`src/rtl/wb_flash_cache.sv`:
```
// -----------------------------------------------------------------------------
// wb_flash_cache
//
// Read-only, direct-mapped line cache between a CPU Wishbone slave port and a
// QSPI flash controller's Wishbone master port. A read miss fetches one whole
// line from flash as a strictly sequential burst, so the flash controller can
// keep chip-select asserted for all beats. Writes are acknowledged and dropped.
//
// Ports
//   wb_clk_i, wb_reset_i    clock (rising edge) and async active-high reset
//   wb_adr_i  [AW-1:0]      CPU word address
//   wb_dat_i  [DW-1:0]      CPU write data (ignored, flash is read-only)
//   wb_dat_o  [DW-1:0]      registered read data, held between acks
//   wb_we_i, wb_sel_i       CPU write enable / byte selects
//   wb_stb_i, wb_cyc_i      CPU strobes
//   wb_ack_o                one-cycle acknowledge
//   m_adr_o   [AW-1:0]      flash word address (advances once per beat)
//   m_dat_i   [DW-1:0]      flash read data
//   m_cyc_o, m_stb_o        flash strobes, held for the whole line fill
//   m_we_o                  always 0
//   m_ack_i                 flash acknowledge, one per beat
//   flush_i                 invalidate every line
// -----------------------------------------------------------------------------
module wb_flash_cache #(
  parameter int AW         = 24,
  parameter int DW         = 32,
  parameter int LINES      = 16,
  parameter int LINE_WORDS = 4
) (
  input  logic            wb_clk_i,
  input  logic            wb_reset_i,
  input  logic [AW-1:0]   wb_adr_i,
  input  logic [DW-1:0]   wb_dat_i,
  output logic [DW-1:0]   wb_dat_o,
  input  logic            wb_we_i,
  input  logic [DW/8-1:0] wb_sel_i,
  input  logic            wb_stb_i,
  input  logic            wb_cyc_i,
  output logic            wb_ack_o,
  output logic [AW-1:0]   m_adr_o,
  input  logic [DW-1:0]   m_dat_i,
  output logic            m_cyc_o,
  output logic            m_stb_o,
  output logic            m_we_o,
  input  logic            m_ack_i,
  input  logic            flush_i
);

  localparam int OFF_W = $clog2(LINE_WORDS);
  localparam int IDX_W = $clog2(LINES);
  localparam int ENT_W = IDX_W + OFF_W;
  localparam int TAG_W = AW - ENT_W;

  localparam logic [OFF_W-1:0] LAST_BEAT = OFF_W'(LINE_WORDS - 1);

  localparam logic [1:0] S_IDLE = 2'd0;
  localparam logic [1:0] S_FILL = 2'd1;
  localparam logic [1:0] S_RESP = 2'd2;

  // State
  logic [1:0]       state_q,      state_d;
  logic [LINES-1:0] valid_q,      valid_d;
  logic [AW-1:0]    req_adr_q,    req_adr_d;   // address of the miss being filled
  logic [OFF_W-1:0] beat_q,       beat_d;      // word k of the line being filled
  logic             m_cyc_q,      m_cyc_d;
  logic [AW-1:0]    m_adr_q,      m_adr_d;
  logic             wb_ack_q,     wb_ack_d;
  logic [DW-1:0]    wb_dat_q,     wb_dat_d;
  logic             flush_pend_q, flush_pend_d; // flush seen while busy
  logic             abort_q,      abort_d;      // CPU left the cycle mid-fill

  // Line storage
  logic [TAG_W-1:0] tag_mem  [LINES];
  logic [DW-1:0]    data_mem [LINES*LINE_WORDS];
  logic             tag_we;
  logic             data_we;

  // Address fields of the incoming request and of the line being filled
  logic [OFF_W-1:0] s_off, r_off;
  logic [IDX_W-1:0] s_idx, r_idx;
  logic [TAG_W-1:0] s_tag, r_tag;
  logic             slave_req;
  logic             hit;
  logic [DW-1:0]    fill_word;

  assign s_off = wb_adr_i[OFF_W-1:0];
  assign s_idx = wb_adr_i[ENT_W-1:OFF_W];
  assign s_tag = wb_adr_i[AW-1:ENT_W];
  assign r_off = req_adr_q[OFF_W-1:0];
  assign r_idx = req_adr_q[ENT_W-1:OFF_W];
  assign r_tag = req_adr_q[AW-1:ENT_W];

  // The registered ack gates re-sampling, so a held strobe is not seen twice.
  assign slave_req = wb_cyc_i & wb_stb_i & ~wb_ack_q;
  assign hit       = valid_q[s_idx] && (tag_mem[s_idx] == s_tag);

  // On the last beat the requested word is either arriving now or already in
  // the line, so the response needs no extra cycle.
  assign fill_word = (r_off == LAST_BEAT) ? m_dat_i : data_mem[{r_idx, r_off}];

  always_comb begin
    // NOTE: every _d gets a default before the case so no path leaves it
    // unassigned; an unassigned path in always_comb would infer a latch.
    state_d      = state_q;
    valid_d      = valid_q;
    req_adr_d    = req_adr_q;
    beat_d       = beat_q;
    m_cyc_d      = m_cyc_q;
    m_adr_d      = m_adr_q;
    wb_ack_d     = 1'b0;
    wb_dat_d     = wb_dat_q;
    flush_pend_d = flush_pend_q;
    abort_d      = abort_q;
    tag_we       = 1'b0;
    data_we      = 1'b0;

    case (state_q)
      S_IDLE: begin
        if (flush_i) valid_d = '0;
        if (slave_req) begin
          if (wb_we_i) begin
            wb_ack_d = 1'b1;
          end else if (hit && !flush_i) begin
            wb_ack_d = 1'b1;
            wb_dat_d = data_mem[{s_idx, s_off}];
          end else begin
            // A flush in the same cycle forces the miss path.
            state_d        = S_FILL;
            req_adr_d      = wb_adr_i;
            beat_d         = '0;
            m_cyc_d        = 1'b1;
            m_adr_d        = {s_tag, s_idx, {OFF_W{1'b0}}};
            abort_d        = 1'b0;
            // Line contents are about to be overwritten beat by beat.
            valid_d[s_idx] = 1'b0;
          end
        end
      end

      S_FILL: begin
        if (flush_i)   flush_pend_d = 1'b1;
        if (!wb_cyc_i) abort_d      = 1'b1;
        if (m_ack_i) begin
          data_we = 1'b1;
          if (beat_q == LAST_BEAT) begin
            m_cyc_d        = 1'b0;
            tag_we         = 1'b1;
            valid_d[r_idx] = 1'b1;
            state_d        = S_RESP;
            // An abandoned request still fills the line but gets no ack.
            if (!abort_q && wb_cyc_i) begin
              wb_ack_d = 1'b1;
              wb_dat_d = fill_word;
            end
          end else begin
            beat_d  = beat_q + 1'b1;
            m_adr_d = m_adr_q + 1'b1;
          end
        end
      end

      S_RESP: begin
        // wb_ack_o is high during this cycle; a deferred flush also drops
        // the line that was just filled.
        state_d = S_IDLE;
        if (flush_pend_q || flush_i) begin
          valid_d      = '0;
          flush_pend_d = 1'b0;
        end
      end

      default: state_d = S_IDLE;
    endcase
  end

  // NOTE: sequential state uses non-blocking assignments only, so every flop
  // samples the values from before the edge regardless of statement order.
  always_ff @(posedge wb_clk_i or posedge wb_reset_i) begin
    if (wb_reset_i) begin
      state_q      <= S_IDLE;
      valid_q      <= '0;
      req_adr_q    <= '0;
      beat_q       <= '0;
      m_cyc_q      <= 1'b0;
      m_adr_q      <= '0;
      wb_ack_q     <= 1'b0;
      wb_dat_q     <= '0;
      flush_pend_q <= 1'b0;
      abort_q      <= 1'b0;
    end else begin
      state_q      <= state_d;
      valid_q      <= valid_d;
      req_adr_q    <= req_adr_d;
      beat_q       <= beat_d;
      m_cyc_q      <= m_cyc_d;
      m_adr_q      <= m_adr_d;
      wb_ack_q     <= wb_ack_d;
      wb_dat_q     <= wb_dat_d;
      flush_pend_q <= flush_pend_d;
      abort_q      <= abort_d;
    end
  end

  // NOTE: tag and data arrays have no reset; the valid bits alone decide
  // whether their contents mean anything, and leaving them unreset lets
  // them map onto RAM.
  always_ff @(posedge wb_clk_i) begin
    if (tag_we)  tag_mem[r_idx]             <= r_tag;
    if (data_we) data_mem[{r_idx, beat_q}]  <= m_dat_i;
  end

  assign wb_ack_o = wb_ack_q;
  assign wb_dat_o = wb_dat_q;
  assign m_adr_o  = m_adr_q;
  assign m_cyc_o  = m_cyc_q;
  assign m_stb_o  = m_cyc_q;
  assign m_we_o   = 1'b0;

  // Write data and byte selects have no effect on a read-only cache.
  logic unused_ok;
  assign unused_ok = ^{wb_dat_i, wb_sel_i};

endmodule

```
`config.mk`:
```
export PLATFORM = sky130hd
export DESIGN_NAME = wb_flash_cache
export DESIGN_NICKNAME = d
export VERILOG_FILES = /design/src/rtl/wb_flash_cache.sv
export SDC_FILE = /design/constraint.sdc
export NUM_CORES = 2
export LEC_CHECK = 0
export ABC_AREA = 1
export BUFFER_PORTS_ARGS = -buffer_cell sky130_fd_sc_hd__clkbuf_2
export CELL_PAD_IN_SITES_DETAIL_PLACEMENT = 0
export CELL_PAD_IN_SITES_GLOBAL_PLACEMENT = 2
export CORE_ASPECT_RATIO = 1.5
export CORE_MARGIN = 4
export CORE_UTILIZATION = 34
export CTS_CLUSTER_SIZE = 8
export DETAILED_ROUTE_END_ITERATION = 8
export PLACE_DENSITY_LB_ADDON = 0.1
export SYNTH_ARGS = -nofsm -noshare
export SYNTH_HDL_FRONTEND = slang
export SYNTH_SLANG_ARGS = --single-unit
```
`constraint.sdc`:
```
create_clock -name wb_clk_i -period 3.3 [get_ports wb_clk_i]
set_input_delay 0.33 -clock wb_clk_i [delete_from_list [all_inputs] [get_ports wb_clk_i]]
set_output_delay 0.33 -clock wb_clk_i [all_outputs]
set_load 0.02 [all_outputs]
```
==> flow_summary_export.csv <==
group,metric,value,unit
sta,relSlewSlack,0.367,
global_routing,grt_pass1_wl,785,mm
job,drv_cap,0,
synthesis,synth_top_cell_area_share,0.611,
synthesis,yosysSeqAreaShare,0.634,
placed_design,portBuffers,121,
clock_tree,clk_latency,0.92,ns
die,io_pins,159,
worst_setup_path,cp_common_cell,"nand3_1",
outcome,failed_checks,"design-rule violations",
synthesis,synth_edf_count,2336,
synthesis,yosys.area.top_type,"edfxtp_1",
sta,period_needed,3.25,ns
clock_tree,cts.clk_slew.worst_paths,0.06,ns
clock_tree,ctsHtreeMaxLevel,5,
clock_tree,cts_buffers,347,
synthesis,syn-cell-area,115000,um^2
synthesis,synth_area_per_cell,9.92,um^2
sta,finalSetupViolCount,0,
worst_setup_path,startpoint_type,"register",
die,dieArea,347000,um^2
power,peakVddDrop,0.574,mV
clock_tree,cts.sinks,2440,
route,drc,2,
die,rows,261,
sta,finalCritPeriodShare,0.985,
route,wl_per_cell,34.6,um
synthesis,synth_warnings,0,
route,dr.first_iter.drc_count,11100,
route,drt-total-wl,581,mm
finish,area.growth.synth_to_final,22.1,%
synthesis,yosys-top-cells-count,"2336 x edfxtp_1, 2240 x nand2_1, 2181 x o21ai_0",
worst_setup_path,path_class,"reg2reg",
sta,finClkSkew,0.0455,ns
synthesis,synth-seq-cells,2440,
clock_tree,cts_tree,"done",
placed_design,dp_hpwl,377,mm
worst_setup_path,cp.arrival,4.05,ns
clock_tree,root_buffer,"clkbuf_16",
route,ant_nets,0,
clock_tree,clockBufferDepth,4,
route,drtPass1Iterations,9,
sta,worst_pin_slew,0.949,ns
worst_setup_path,slowest_stage,"dfrtp_1",
worst_hold_path,min_path_type,"in2reg",
die,die_height,720,um
route,vias_per_cell,5.84,
synthesis,async_flop_share,0.0426,
worst_setup_path,slowest_delay,0.68,ns
global_routing,grt_pass1_vias,94500,
sta,setup_tns,0,ns
worst_setup_path,path_cells,"nor2_4, clkinv_2, buf_4, nor2_1, inv_1, o21ai_0, buf_4, nor3_1, nand3_1, nand3_1, nand2_1, buf_12, nand3_1, nand2_1",
die,initial_core_util,0.341,
die,coreArea,337000,um^2
synthesis,yosys-top-cells-area,"edfxtp_1 61%, o21ai_0 9.5%, nand2_1 7.3%, a21oi_1 5.6%, nor2_1 2.9%",
worst_setup_path,crit_fanout,5,
global_routing,gr-total-overflow,0,
worst_setup_path,crit_path_end_kind,"register",
outcome,outcome,"complete, but fails checks",
finish,layout-drive-gt1-share,0.138,
synthesis,synthDistinctLibCells,54,
sta,max_freq,0.308,GHz
power,power_density,763,nW/um^2
synthesis,synthFlopType,"edfxtp_1",
sta,hold_violations,0,
finish,nets,12300,
synthesis,syn_nets,11700,
global_routing,grt_max_degree,89,
sta,maxSlewViolCount,0,
sta,hold_ws,0.0254,ns
global_routing,antenna_found_initial,34,
worst_setup_path,crit_required,4.10,ns
synthesis,synth_cells,11600,
die,fp.dieW,482,um
power,p_leak,0.0506,uW
sta,rsz0062_at_grt,"no",
synthesis,synth_most_common_cell,"edfxtp_1",
route,vias,98100,
global_routing,track_usage,0.325,
placed_design,place.gp.congestion,0.880,
per-layer routing:
| layer | up-vias | track usage | wire length (um) |
|---|---|---|---|
| li1 | 42500 | - | - |
| met5 | - | 0 | 115 |
| met4 | 16 | 0.194 | 41600 |
| met3 | 1299 | 0.0533 | 42500 |
| met2 | 4952 | 0.549 | 282000 |
| met1 | 49300 | 0.387 | 214000 |
power by group:
group | internal, uW | switching (uW)
logic | 11700 | 25900
registers | 35300 | 1260
clock network | 19200 | 13600
total | 66200 | 40700
critical path: cells and delay by family, from the launching register on:
family,cells,cell delay (ns)
buf+inv,5,1.18
simple gates,8,0.91
flops,1,0.68
compound gates,1,0.31
cell type report:
type,instances,area (um^2)
Inverter,637,2430
Antenna cell,14,35.0
Sequential cell,2440,72800
Tap cell,4471,5590
Timing Repair Buffer,1152,13100
Clock inverter,15,181
Fill cell,32400,196000
Multi-Input combinational cell,7647,37000
Clock buffer,425,9130
per-stage QoR:
| step | setup WS [ns] | cell area (um^2) | std cells | util | power, uW |
|---|---|---|---|---|---|
| floorplan | -0.0498 | 115000 | 11600 | - | 52700 |
| global placement | -0.218 | 131000 | 16300 | 0.388 | 74100 |
| detailed placement | -0.230 | 131000 | 16300 | 0.388 | 74100 |
| CTS | 0.0314 | 140000 | 16800 | 0.416 | 107000 |
| global route | 0.000572 | 140000 | 16800 | 0.416 | 111000 |
| finish | 0.0500 | 140000 | 16800 | 0.416 | 107000 |
worst paths after layout:
kind / startpoint / end / slack [ns] / cells past startpoint
worst max-delay path: req_adr_q[2]$_DFFE_PP0P_ / wb_dat_o[27]$_DFFE_PP0P_ / 0.05 / 14
worst min register to register: abort_q$_DFFE_PP0P_ / abort_q$_DFFE_PP0P_ / 0.48 / 2
worst min-delay path: wb_adr_i[11] / req_adr_q[11]$_DFFE_PP0P_ / 0.03 / 3
worst max register to register: req_adr_q[2]$_DFFE_PP0P_ / wb_dat_o[27]$_DFFE_PP0P_ / 0.05 / 14
min in group asynchronous: wb_reset_i / m_adr_o[9]$_DFFE_PP0P_ / 0.06 / 3
max in group asynchronous: wb_reset_i / req_adr_q[1]$_DFFE_PP0P_ / 2.31 / 4
cell usage in the layout, fill, tap and decap left out, types with 32 or more instances in the layout:
cell and instances:
nor2_4 77, or2_2 70, a22oi_1 432, a21oi_1 1278, a41oi_1 32, nor2_1 788
o21ai_0 2179, inv_1 618, clkbuf_16 354, buf_12 367, nand4_1 127, dfrtp_1 102
nand2_1 2235, buf_4 636, nand3_1 187, clkbuf_1 71, clkbuf_2 118, edfxtp_1 2336
kinds of logic after synthesis:
kind of cell | Yosys count | share of synthesized area
adder cells (fa/ha/maj) | 6 | 0.000654
multiplexers | 2 | 0.000174
other | 1 | 0.0000327
XOR/XNOR | 9 | 0.000687
buffers and inverters | 1490 | 0.0500
AO/OA/AOI/OAI | 4076 | 0.191
AND/OR/NAND/NOR | 3553 | 0.123
flip-flops | 2440 | 0.634
registers in the layout, indices dropped and copies added (netlist names), 2 cells and up:
signal     flops
beat_q         2
data_mem    2048
m_adr_o       24
req_adr_q     24
state_q        2
tag_mem      288
valid_q       16
wb_dat_o      32
repair_timing:
action | CTS | global route
hold endpoints to repair | 127 | 0
setup endpoints to repair | 1 | 7
hold buffers | 26 | 0
gates resized for setup | 1 | 5
setup buffers | 0 | 7
No activity file was read; power rests on OpenSTA's default activity.
